--- src/rtl/pipeline_ctrl.sv ---
// Stall/flush scheduler for the 5-stage pipeline: merges load-use, taken-branch and
// mul/div hazards into per-stage enables/flushes, sequences mul/div, counts stalls/flushes.
module pipeline_ctrl #(
    parameter int CNT_W = 32
) (
    input  logic             clk,
    input  logic             rst,
    input  logic [4:0]       id_rs1,
    input  logic [4:0]       id_rs2,
    input  logic             id_use_rs1,
    input  logic             id_use_rs2,
    input  logic [4:0]       exe_rd,
    input  logic             exe_ltype,
    input  logic             exe_md,
    input  logic             exe_branch_taken,
    input  logic             md_done,
    output logic             md_start,
    output logic             pc_en,
    output logic             ifid_en,
    output logic             ifid_flush,
    output logic             idex_en,
    output logic             idex_flush,
    output logic             exmem_flush,
    output logic             md_busy,
    output logic [CNT_W-1:0] stall_cnt,
    output logic [CNT_W-1:0] flush_cnt
);

    typedef enum logic {RUN, MD_BUSY} state_t;

    state_t           state_q, state_d;
    logic [CNT_W-1:0] stall_cnt_q, stall_cnt_d;
    logic [CNT_W-1:0] flush_cnt_q, flush_cnt_d;
    logic             load_use;
    logic             flush_evt;

    always_comb begin
        load_use = exe_ltype && (exe_rd != 5'd0) &&
                   ((id_use_rs1 && (id_rs1 == exe_rd)) ||
                    (id_use_rs2 && (id_rs2 == exe_rd)));
    end

    always_comb begin
        state_d     = state_q;
        md_start    = 1'b0;
        pc_en       = 1'b1;
        ifid_en     = 1'b1;
        ifid_flush  = 1'b0;
        idex_en     = 1'b1;
        idex_flush  = 1'b0;
        exmem_flush = 1'b0;
        flush_evt   = 1'b0;

        case (state_q)
            RUN: begin
                if (exe_md) begin
                    md_start    = 1'b1;
                    pc_en       = 1'b0;
                    ifid_en     = 1'b0;
                    idex_en     = 1'b0;
                    exmem_flush = 1'b1;
                    state_d     = MD_BUSY;
                end else if (exe_branch_taken) begin
                    ifid_flush = 1'b1;
                    idex_flush = 1'b1;
                    flush_evt  = 1'b1;
                end else if (load_use) begin
                    pc_en      = 1'b0;
                    ifid_en    = 1'b0;
                    idex_flush = 1'b1;
                end
            end
            MD_BUSY: begin
                // Hold the mul/div op in EX and feed bubbles downstream until its result lands.
                if (!md_done) begin
                    pc_en       = 1'b0;
                    ifid_en     = 1'b0;
                    idex_en     = 1'b0;
                    exmem_flush = 1'b1;
                end else begin
                    state_d = RUN;
                end
            end
            default: state_d = RUN;
        endcase

        if (rst) begin
            state_d     = RUN;
            md_start    = 1'b0;
            pc_en       = 1'b1;
            ifid_en     = 1'b1;
            idex_en     = 1'b1;
            ifid_flush  = 1'b1;
            idex_flush  = 1'b1;
            exmem_flush = 1'b1;
            flush_evt   = 1'b0;
        end
    end

    always_comb begin
        stall_cnt_d = stall_cnt_q;
        flush_cnt_d = flush_cnt_q;
        if (!pc_en) begin
            stall_cnt_d = stall_cnt_q + CNT_W'(1);
        end
        if (flush_evt) begin
            flush_cnt_d = flush_cnt_q + CNT_W'(1);
        end
    end

    always_ff @(posedge clk) begin
        if (rst) begin
            state_q     <= RUN;
            stall_cnt_q <= '0;
            flush_cnt_q <= '0;
        end else begin
            state_q     <= state_d;
            stall_cnt_q <= stall_cnt_d;
            flush_cnt_q <= flush_cnt_d;
        end
    end

    assign md_busy   = (state_q == MD_BUSY);
    assign stall_cnt = stall_cnt_q;
    assign flush_cnt = flush_cnt_q;

endmodule

--- config.mk ---
export PLATFORM = sky130hd
export DESIGN_NAME = pipeline_ctrl
export DESIGN_NICKNAME = d
export VERILOG_FILES = /design/src/rtl/pipeline_ctrl.sv
export SDC_FILE = /design/constraint.sdc
export NUM_CORES = 1
export LEC_CHECK = 0
export CAP_MARGIN = 20
export CORE_MARGIN = 1
export CORE_UTILIZATION = 57
export CTS_CLUSTER_DIAMETER = 200
export DETAILED_ROUTE_END_ITERATION = 8
export DONT_BUFFER_PORTS = 1
export GPL_ROUTABILITY_DRIVEN = 0
export HOLD_SLACK_MARGIN = 0.05
export PLACE_DENSITY_LB_ADDON = 0.25
export SLEW_MARGIN = 40
export SYNTH_ARGS = -nofsm -noshare
export SYNTH_HDL_FRONTEND = slang
export SYNTH_SLANG_ARGS = --single-unit
--- constraint.sdc ---
create_clock -name clk -period 2.25 [get_ports clk]
set_clock_uncertainty 0.05 [all_clocks]
set_input_delay 0.45 -clock clk [delete_from_list [all_inputs] [get_ports clk]]
set_output_delay 0.45 -clock clk [all_outputs]
set_load 0.02 [all_outputs]
---- Word-level counts from Yosys, hierarchy flattened ----
Index checks and enable logic that the tools add are counted.
word-level totals
  flip-flop bits (word level) ............. 65
  logic and storage cells ................. 39
  output and inout bits ................... 72
operators by class
  bitwise gates (word level) .............. 1
  $add $sub $neg .......................... 2
  equality and inequality tests ........... 2
  reduce and logical (&&, ||, !) cells .... 6
  muxes and demuxes ....................... 25
operator list
  operator                                        count
  adder 32 x 1 -> 32 bit (second input constant)  2
  2-to-1 mux 1 bit                                22
  == test 5 bit                                   2
  case mux 1 bit (2 select lines)                 3
  nonzero test 5 bit                              1
  logical AND 1 bit                               4
  logical OR 1 bit                                1
  inverter 1 bit                                  1

---- Longest topological paths before layout ----
Gate-level depths: netlist of run 1.
  depth in word-level cells ............... 9
  depth in mapped cells ................... 8

---- Worst setup path before layout of run 1 ----
Ideal clock, no wire load.
  kind .................................... input to output
  start point ............................. in exe_rd[1]
  end point ............................... out pc_en
  data arrival time ....................... 1.940 ns
  stages on the path ...................... 6
  path slack .............................. -0.190 ns
  required time ........................... 1.750 ns
  path through ............................ or4_1 -> o21a_1 -> a41oi_4 -> buf_6 -> buf_6 -> buf_4
on the way
  cells in the longest elaborated chain, start to end .. 9
  elaborated cells on any way between the ends .. 13
ends and longest elaborated chain
  what                                         RTL line  RTL
  start: declaration                           12        input logic [4:0] exe_rd,
  == test 5 bit, on equally long branches      39, 40
  logical AND 1 bit, on equally long branches  39, 40
  logical OR 1 bit                             39        ((id_use_rs1 && (id_rs1 == exe_rd)) ||
  logical AND 1 bit (*)                        38        load_use = exe_ltype && (exe_rd != 5'd0) &&
  2-to-1 mux 1 bit (*) (3 in series)           n/a
  case mux 1 bit (2 select lines) (*)          n/a
  2-to-1 mux 1 bit (*)                         n/a
  end: declaration                             18        output logic pc_en,
Every way passes the cells marked *; elsewhere a longest branch is shown, timed or not.

---- Worst setup path in the final report of run 1 ----
  start point ............................. reg state_q (netlist: md_busy)
  end point ............................... out ifid_en
on the way
  cells in the longest elaborated chain, start to end .. 3
ends and longest elaborated chain
  what                                 RTL line  RTL
  start: declaration                   31        state_t state_q, state_d;
  start signal: assignment             117       state_q <= state_d;
  inverter 1 bit                       n/a
  case mux 1 bit (2 select lines) (*)  54        case (state_q)
  2-to-1 mux 1 bit (*)                 87        if (rst) begin
  end: declaration                     19        output logic ifid_en,
Marks and branches as above.

==> run summary, run 1 <==
Status - finished clean
YS warnings - 0
Max H-tree Level - 3
Critical Path End - ifid_en
Std-Cell Rows - 27
Largest family of logic cells by synthesized area - simple AND/OR/NAND/NOR gates
CTS Buf Count - 9
Final std cells w/o fill - 504
Clock transition at path regs - 0.07 ns
Total grt overflow - 0
DP Cell Count - 488
Mapped Cells - 383
WHS - 0.119 ns
Post-synthesis simple-gate area fraction - 30.3%
Worst setup path startpoint - md_busy
Worst reg2reg path endpoint - stall_cnt[25]
Max incr delay on CP - 0.43 ns
Final Cycle Share - 95.5%
Area growth, synth to finish - 16.3%
LEAKAGE - 1.35 nW
Post-DP HPWL - 5210 um
Die Width - 77.8 um
Max Transition Viols Final - 0
Filler instances - 443
Post-CTS repair timing setup buffer count - 0
Core area - 5510 um^2
Dpl ws - 0.0845 ns
Largest net degree at the start of global routing - 71
Setup crit end kind - output pin
Synth cell types - 40
Mean Syn Cell Area - 8.54 um^2
CP Data Required Time - 1.75 ns
Reg2reg path depth - 7
WL final - 7550 um
Post-Syn Area - 3270 um^2
Share of layout cells above drive strength 1 - 16.9%
Io pins - 95
Synth async-reset ratio - 0%
CTS Sinks - 65
Root buffer cell - clkbuf_8
Xor and xnor area share after synthesis - 11.2%
Relative slew slack - 76.2%
Yosys top cell by area - dfxtp_1
Critical R2R Launch - md_busy
Final hold viol count - 0
Detailed-route via count - 2951
Max VDD drop - 0.444 mV
Iter 0 DRT Violations - 198
Initial Utilization - 59.4%
CTS-repair resized insts - 0
WL/cell - 15.0 um
Slowest cell on the critical path - dfxtp_1
Final setup violation count - 0
Mapped Nets - 408
Seq/Total Area, Yosys - 39.8%
Number of port buffers - 0
CP cell instances - nand2_1 > o21ai_0 > nor2_1 > a41oi_4 > buf_4
R2r setup slk - 0.26 ns
Final nets - 452
Post-route ant nets - 0
Critical Path Start Type - flop
TritonRoute pass-1 iters - 5
PwrDens - 561 nW/um^2
DR vias/cell - 5.86
Buf/Inv on CP - 1
CP delay by family, top - flip-flops
Least-Margin Pin Slew - 0.357 ns
Post-layout util - 69.1%
Max Cap Viol - 0
Crit. path cell count - 5
Critical path arrival - 1.65 ns
Initial antenna violation count - 0
First-pass GRT wire length - 12200 um
Critical setup path kind - reg -> out
CTS tree - yes
Clock buffer depth - 2
Power Total - 2.13 mW
CTS Hold Buffers Added - 0
Most frequent cell after synthesis - dfxtp_1
Top cells by area, synth - dfxtp_1 (40%), xnor2_1 (5.9%), xor2_1 (5.4%)
Die area - 6050 um^2
Post-synthesis mux area share - 0.612%
Fmax - 465 MHz
Critical Path Fanout Max - 5
Crit path time final - 2.15 ns
Synth Register Bits - 65
RSZ-0062 raised after global routing - false
Min-delay worst type - in -> reg
Worst skew pair latency - 0.35 ns
Synth Area in Adders - 0.765%
Total track usage - 25.5%
Diode count - 0
Compound-Gate Fraction of Synth Area - 12.7%
Synth Flop Type - dfxtp_1
Residual DRC - 0
Die Y-Extent - 77.8 um
Synth top area share - 39.8%
EDFF count, synth - 0
Most frequent cells after synthesis - dfxtp_1 (65), nor2_1 (46), nand2_1 (36)
Final worst setup slack - 0.101 ns
Number of global-route vias before repair - 2749
-- sequential cells by signal (all words and copies together), names as in the netlist --
signal     count
flush_cnt     32
md_busy        1
stall_cnt     32
-- stage by stage --
stage / cell area, um^2 / TNS, ns
3_3_place_gp: 3650 / 0
3_5_place_dp: 3650 / 0
6_report: 3800 / 0
4_1_cts: 3800 / 0
5_1_grt: 3800 / 0
2_1_floorplan: 3280 / -0.0886
-- area by class of cell --
| cell class | instances | area (um^2) | area share [%] |
|---|---|---|---|
| Sequential cell | 65 | 1300 | 34.2 |
| Inverter | 7 | 26.3 | 0.691 |
| Clock inverter | 3 | 17.5 | 0.461 |
| Timing Repair Buffer | 53 | 410 | 10.8 |
| Tap cell | 72 | 90.1 | 2.37 |
| Clock buffer | 13 | 139 | 3.65 |
| Multi-Input combinational cell | 291 | 1820 | 47.8 |
-- cells by family (layout without fill, tap and decap cells) --
| logic type | count (synthesis) | count (layout) |
|---|---|---|
| AND/OR/NAND/NOR | 180 | 180 |
| flip-flops | 65 | 65 |
| adder cells (fa/ha/maj) | 2 | 2 |
| XOR/XNOR | 42 | 42 |
| multiplexers | 2 | 2 |
| AO/OA/AOI/OAI | 65 | 65 |
| buffers and inverters | 27 | 76 |
-- cell usage in the layout, fill, tap and decap left out, types with 2 or more instances in the layout --
master / synthesis / layout
nand2_1: 36 / 36
or3_1: 14 / 14
nand4_1: 18 / 18
nand3_1: 14 / 14
a21oi_1: 28 / 28
o21ai_1: 11 / 11
or4_1: 18 / 18
nor3b_1: 2 / 2
clkinv_2: 0 / 2
clkbuf_8: 0 / 9
and3_1: 12 / 12
and2_1: 3 / 3
clkbuf_1: 11 / 4
dfxtp_1: 65 / 65
xnor2_1: 22 / 22
nor4_1: 3 / 3
o31ai_1: 18 / 18
ha_1: 2 / 2
inv_1: 7 / 7
mux2i_1: 2 / 2
and4_1: 5 / 5
xor2_1: 20 / 20
buf_4: 1 / 52
o21a_1: 2 / 2
nor2_1: 46 / 46
-- how the worst min path moves through the flow --
| stage | endpoint | cells past startpoint | start |
|---|---|---|---|
| floorplan | stall_cnt[31] | 2 | stall_cnt[31] |
| global placement | stall_cnt[6] | 2 | stall_cnt[4] |
| detailed placement | flush_cnt[3] | 1 | rst |
| CTS | stall_cnt[17] | 1 | rst |
| global route | stall_cnt[15] | 1 | rst |
| finish | flush_cnt[3] | 1 | rst |
-- power by group --
group | internal (mW) | switching (mW) | total, mW
logic | 0.0514 | 0.0808 | 0.132
clock network | 0.398 | 0.441 | 0.839
registers | 1.16 | 0.00559 | 1.16
-- metal layers --
layer  part of all wire [%]  track usage [%]
met1                     44             31.5
met2                     47             40.4
met3                    6.9             9.29
met4                    1.4             9.25
met5                      0                0
Power figures use the tool's default switching activity.
==> run 2: changes to the inputs <==
RECOVER_POWER = 25   (was default)
==> run 2 against run 1 <==
Against the previous run:
- total power fell by 0.49%
- maximum frequency rose by 0.67%
- highest routed layer unchanged
- wire length fell by 1.2%
- global-route usage did not move
- non-clock buffer count did not move
- largest cell class unchanged
- setup slack improved by 0.014 ns
- core utilization is 1.2 points lower
- clock power fell by 1%
==> run summary, run 2 (synthesized netlist as in run 1, its figures left out) <==
Status - finished clean (unchanged)
First-pass GRT wire length - 12200 um (unchanged)
LEAKAGE - 1.28 nW (was 1.35 nW)
CTS Hold Buffers Added - 0 (unchanged)
Hold_sp - rst (unchanged)
Post-route ant nets - 0 (unchanged)
Area occupied by registers - 1300 um^2 (unchanged)
Critical R2R Launch - md_busy (unchanged)
Critical Path Start Type - flop (unchanged)
Total grt overflow - 0 (unchanged)
Initial antenna violation count - 0 (unchanged)
Finished Cell Area - 3740 um^2 (was 3800 um^2)
CP Data Required Time - 1.75 ns (about the same)
Total track usage - 25.5% (unchanged)
Setup crit end kind - output pin (unchanged)
Filler instances - 460 (was 443)
Dpl ws - 0.0845 ns (unchanged)
Hold path depth - 1 (unchanged)
Diode count - 0 (unchanged)
R2r setup slk - 0.25 ns (was 0.26 ns)
Worst skew pair latency - 0.34 ns (was 0.35 ns)
Most common cell after layout, fill and taps aside - dfxtp_1 (unchanged)
NetSw - 0.518 mW (was 0.528 mW)
CTS Sinks - 65 (unchanged)
Clock transition at path regs - 0.07 ns (about the same)
Highest-count cells in the layout ignoring fill and taps - dfxtp_1 (65), nor2_1 (46), nand2_1 (36), buf_4 (34), a21oi_1 (28) (was dfxtp_1 (65), buf_4 (52), nor2_1 (46), nand2_1 (36), a21oi_1 (28))
Final hold viol count - 0 (unchanged)
Max Cap Viol - 0 (unchanged)
CTS Buf Count - 9 (unchanged)
Final nets - 452 (unchanged)
Area growth, synth to finish - 14.2% (was 16.3%)
Final Cycle Share - 94.9% (was 95.5%)
Clock share of power - 39.1% (was 39.3%)
Die area - 6050 um^2 (unchanged)
Placed inst area - 3650 um^2 (unchanged)
Fmax - 468 MHz (was 465 MHz)
Root buffer cell - clkbuf_8 (unchanged)
Initial Utilization - 59.4% (unchanged)
Final worst setup slack - 0.115 ns (was 0.101 ns)
Seq pwr share - 54.8% (was 54.5%)
Core area - 5510 um^2 (unchanged)
Reg2reg path depth - 7 (unchanged)
Hold Path End - flush_cnt[3] (unchanged)
Share of layout cells above drive strength 1 - 12.7% (was 16.9%)
Residual DRC - 0 (unchanged)
PwrDens - 568 nW/um^2 (was 561 nW/um^2)
WL final - 7460 um (was 7550 um)
Die Width - 77.8 um (unchanged)
Largest net degree at the start of global routing - 71 (unchanged)
Number of port buffers - 0 (unchanged)
RSZ-0062 raised after global routing - false (unchanged)
Max H-tree Level - 3 (unchanged)
DR vias/cell - 5.88 (was 5.86)
Std-Cell Rows - 27 (unchanged)
Detailed-route via count - 2964 (was 2951)
CTS-repair resized insts - 0 (unchanged)
Critical path arrival - 1.64 ns (was 1.65 ns)
Critical Path Fanout Max - 5 (unchanged)
Internal - 1.61 mW (about the same)
Critical setup path kind - reg -> out (unchanged)
CTS tree - yes (unchanged)
Clock buffer depth - 2 (unchanged)
Worst reg2reg path endpoint - stall_cnt[25] (unchanged)
Crit path time final - 2.14 ns (was 2.15 ns)
Io pins - 95 (unchanged)
Post-DP HPWL - 5210 um (unchanged)
Number of global-route vias before repair - 2749 (unchanged)
Sw Share - 24.4% (was 24.7%)
Iter 0 DRT Violations - 223 (was 198)
Comb power frac - 6.2% (about the same)
Multi-input logic area - 1820 um^2 (unchanged)
TritonRoute pass-1 iters - 4 (was 5)
Max Transition Viols Final - 0 (unchanged)
Least-Margin Pin Slew - 0.435 ns (was 0.357 ns)
WL/cell - 14.8 um (was 15.0 um)
Die Y-Extent - 77.8 um (unchanged)
Min-delay worst type - in -> reg (unchanged)
Max VDD drop - 0.443 mV (was 0.444 mV)
Relative slew slack - 71.0% (was 76.2%)
Post-CTS repair timing setup buffer count - 0 (unchanged)
Final setup violation count - 0 (unchanged)
==> run 2: critical path: stages, from the launching register on <==
cell	delay (ns)
dfxtp_1	0.43
nand2_1	0.14
o21ai_0	0.14
nor2_1	0.13
a41oi_4	0.24
buf_4	0.23
==> run 2: power groups by stage <==
stage	registers (mW)	clock network [mW]	logic, mW
6_report	1.16	0.829	0.131
3_3_place_gp	1.19	0	0.130
3_5_place_dp	1.19	0	0.132
4_1_cts	1.16	0.849	0.132
2_1_floorplan	1.20	0	0.118
5_1_grt	1.16	0.892	0.142
==> run 2: worst max path at each step <==
stage,startpoint,end,slack (ns),cells past startpoint
2_1_floorplan,exe_rd[1],pc_en,-0.09,6
3_3_place_gp,exe_rd[1],ifid_en,0.14,4
3_5_place_dp,exe_rd[4],stall_cnt[28],0.08,7
4_1_cts,md_busy,ifid_en,0.08,5
5_1_grt,md_busy,ifid_en,0.02,5
6_report,md_busy,ifid_en,0.11,5
==> run 2: per-layer routing <==
metal	track usage [%]	share of wire (%)	up-vias	wire length, um
li1	-	-	1472	-
met1	31.5	44	1387	3250
met2	40.4	47	99	3540
met3	9.29	8.1	6	604
met4	9.25	0.91	0	68
met5	0	0	-	0
==> run 2: metrics by stage <==
step / std cells / setup TNS, ns / power, mW / util [%] / hold WS, ns
5_1_grt: 504 / 0 / 2.20 / 67.8 / 0.104
3_5_place_dp: 488 / 0 / 1.32 / 66.2 / 0.478
2_1_floorplan: 383 / -0.0886 / 1.32 / - / 0.501
3_3_place_gp: 488 / 0 / 1.32 / 66.2 / 0.477
6_report: 504 / 0 / 2.12 / 67.8 / 0.123
4_1_cts: 504 / 0 / 2.14 / 69.1 / 0.107
==> run 2: area by class of cell <==
cell class	instances	area share, %
multi-input combinational	291	48.7
clock buffer	13	3.72
timing repair buffer	53	9.18
sequential	65	34.8
tap	72	2.41
clock inverter	3	0.469
inverter	7	0.703
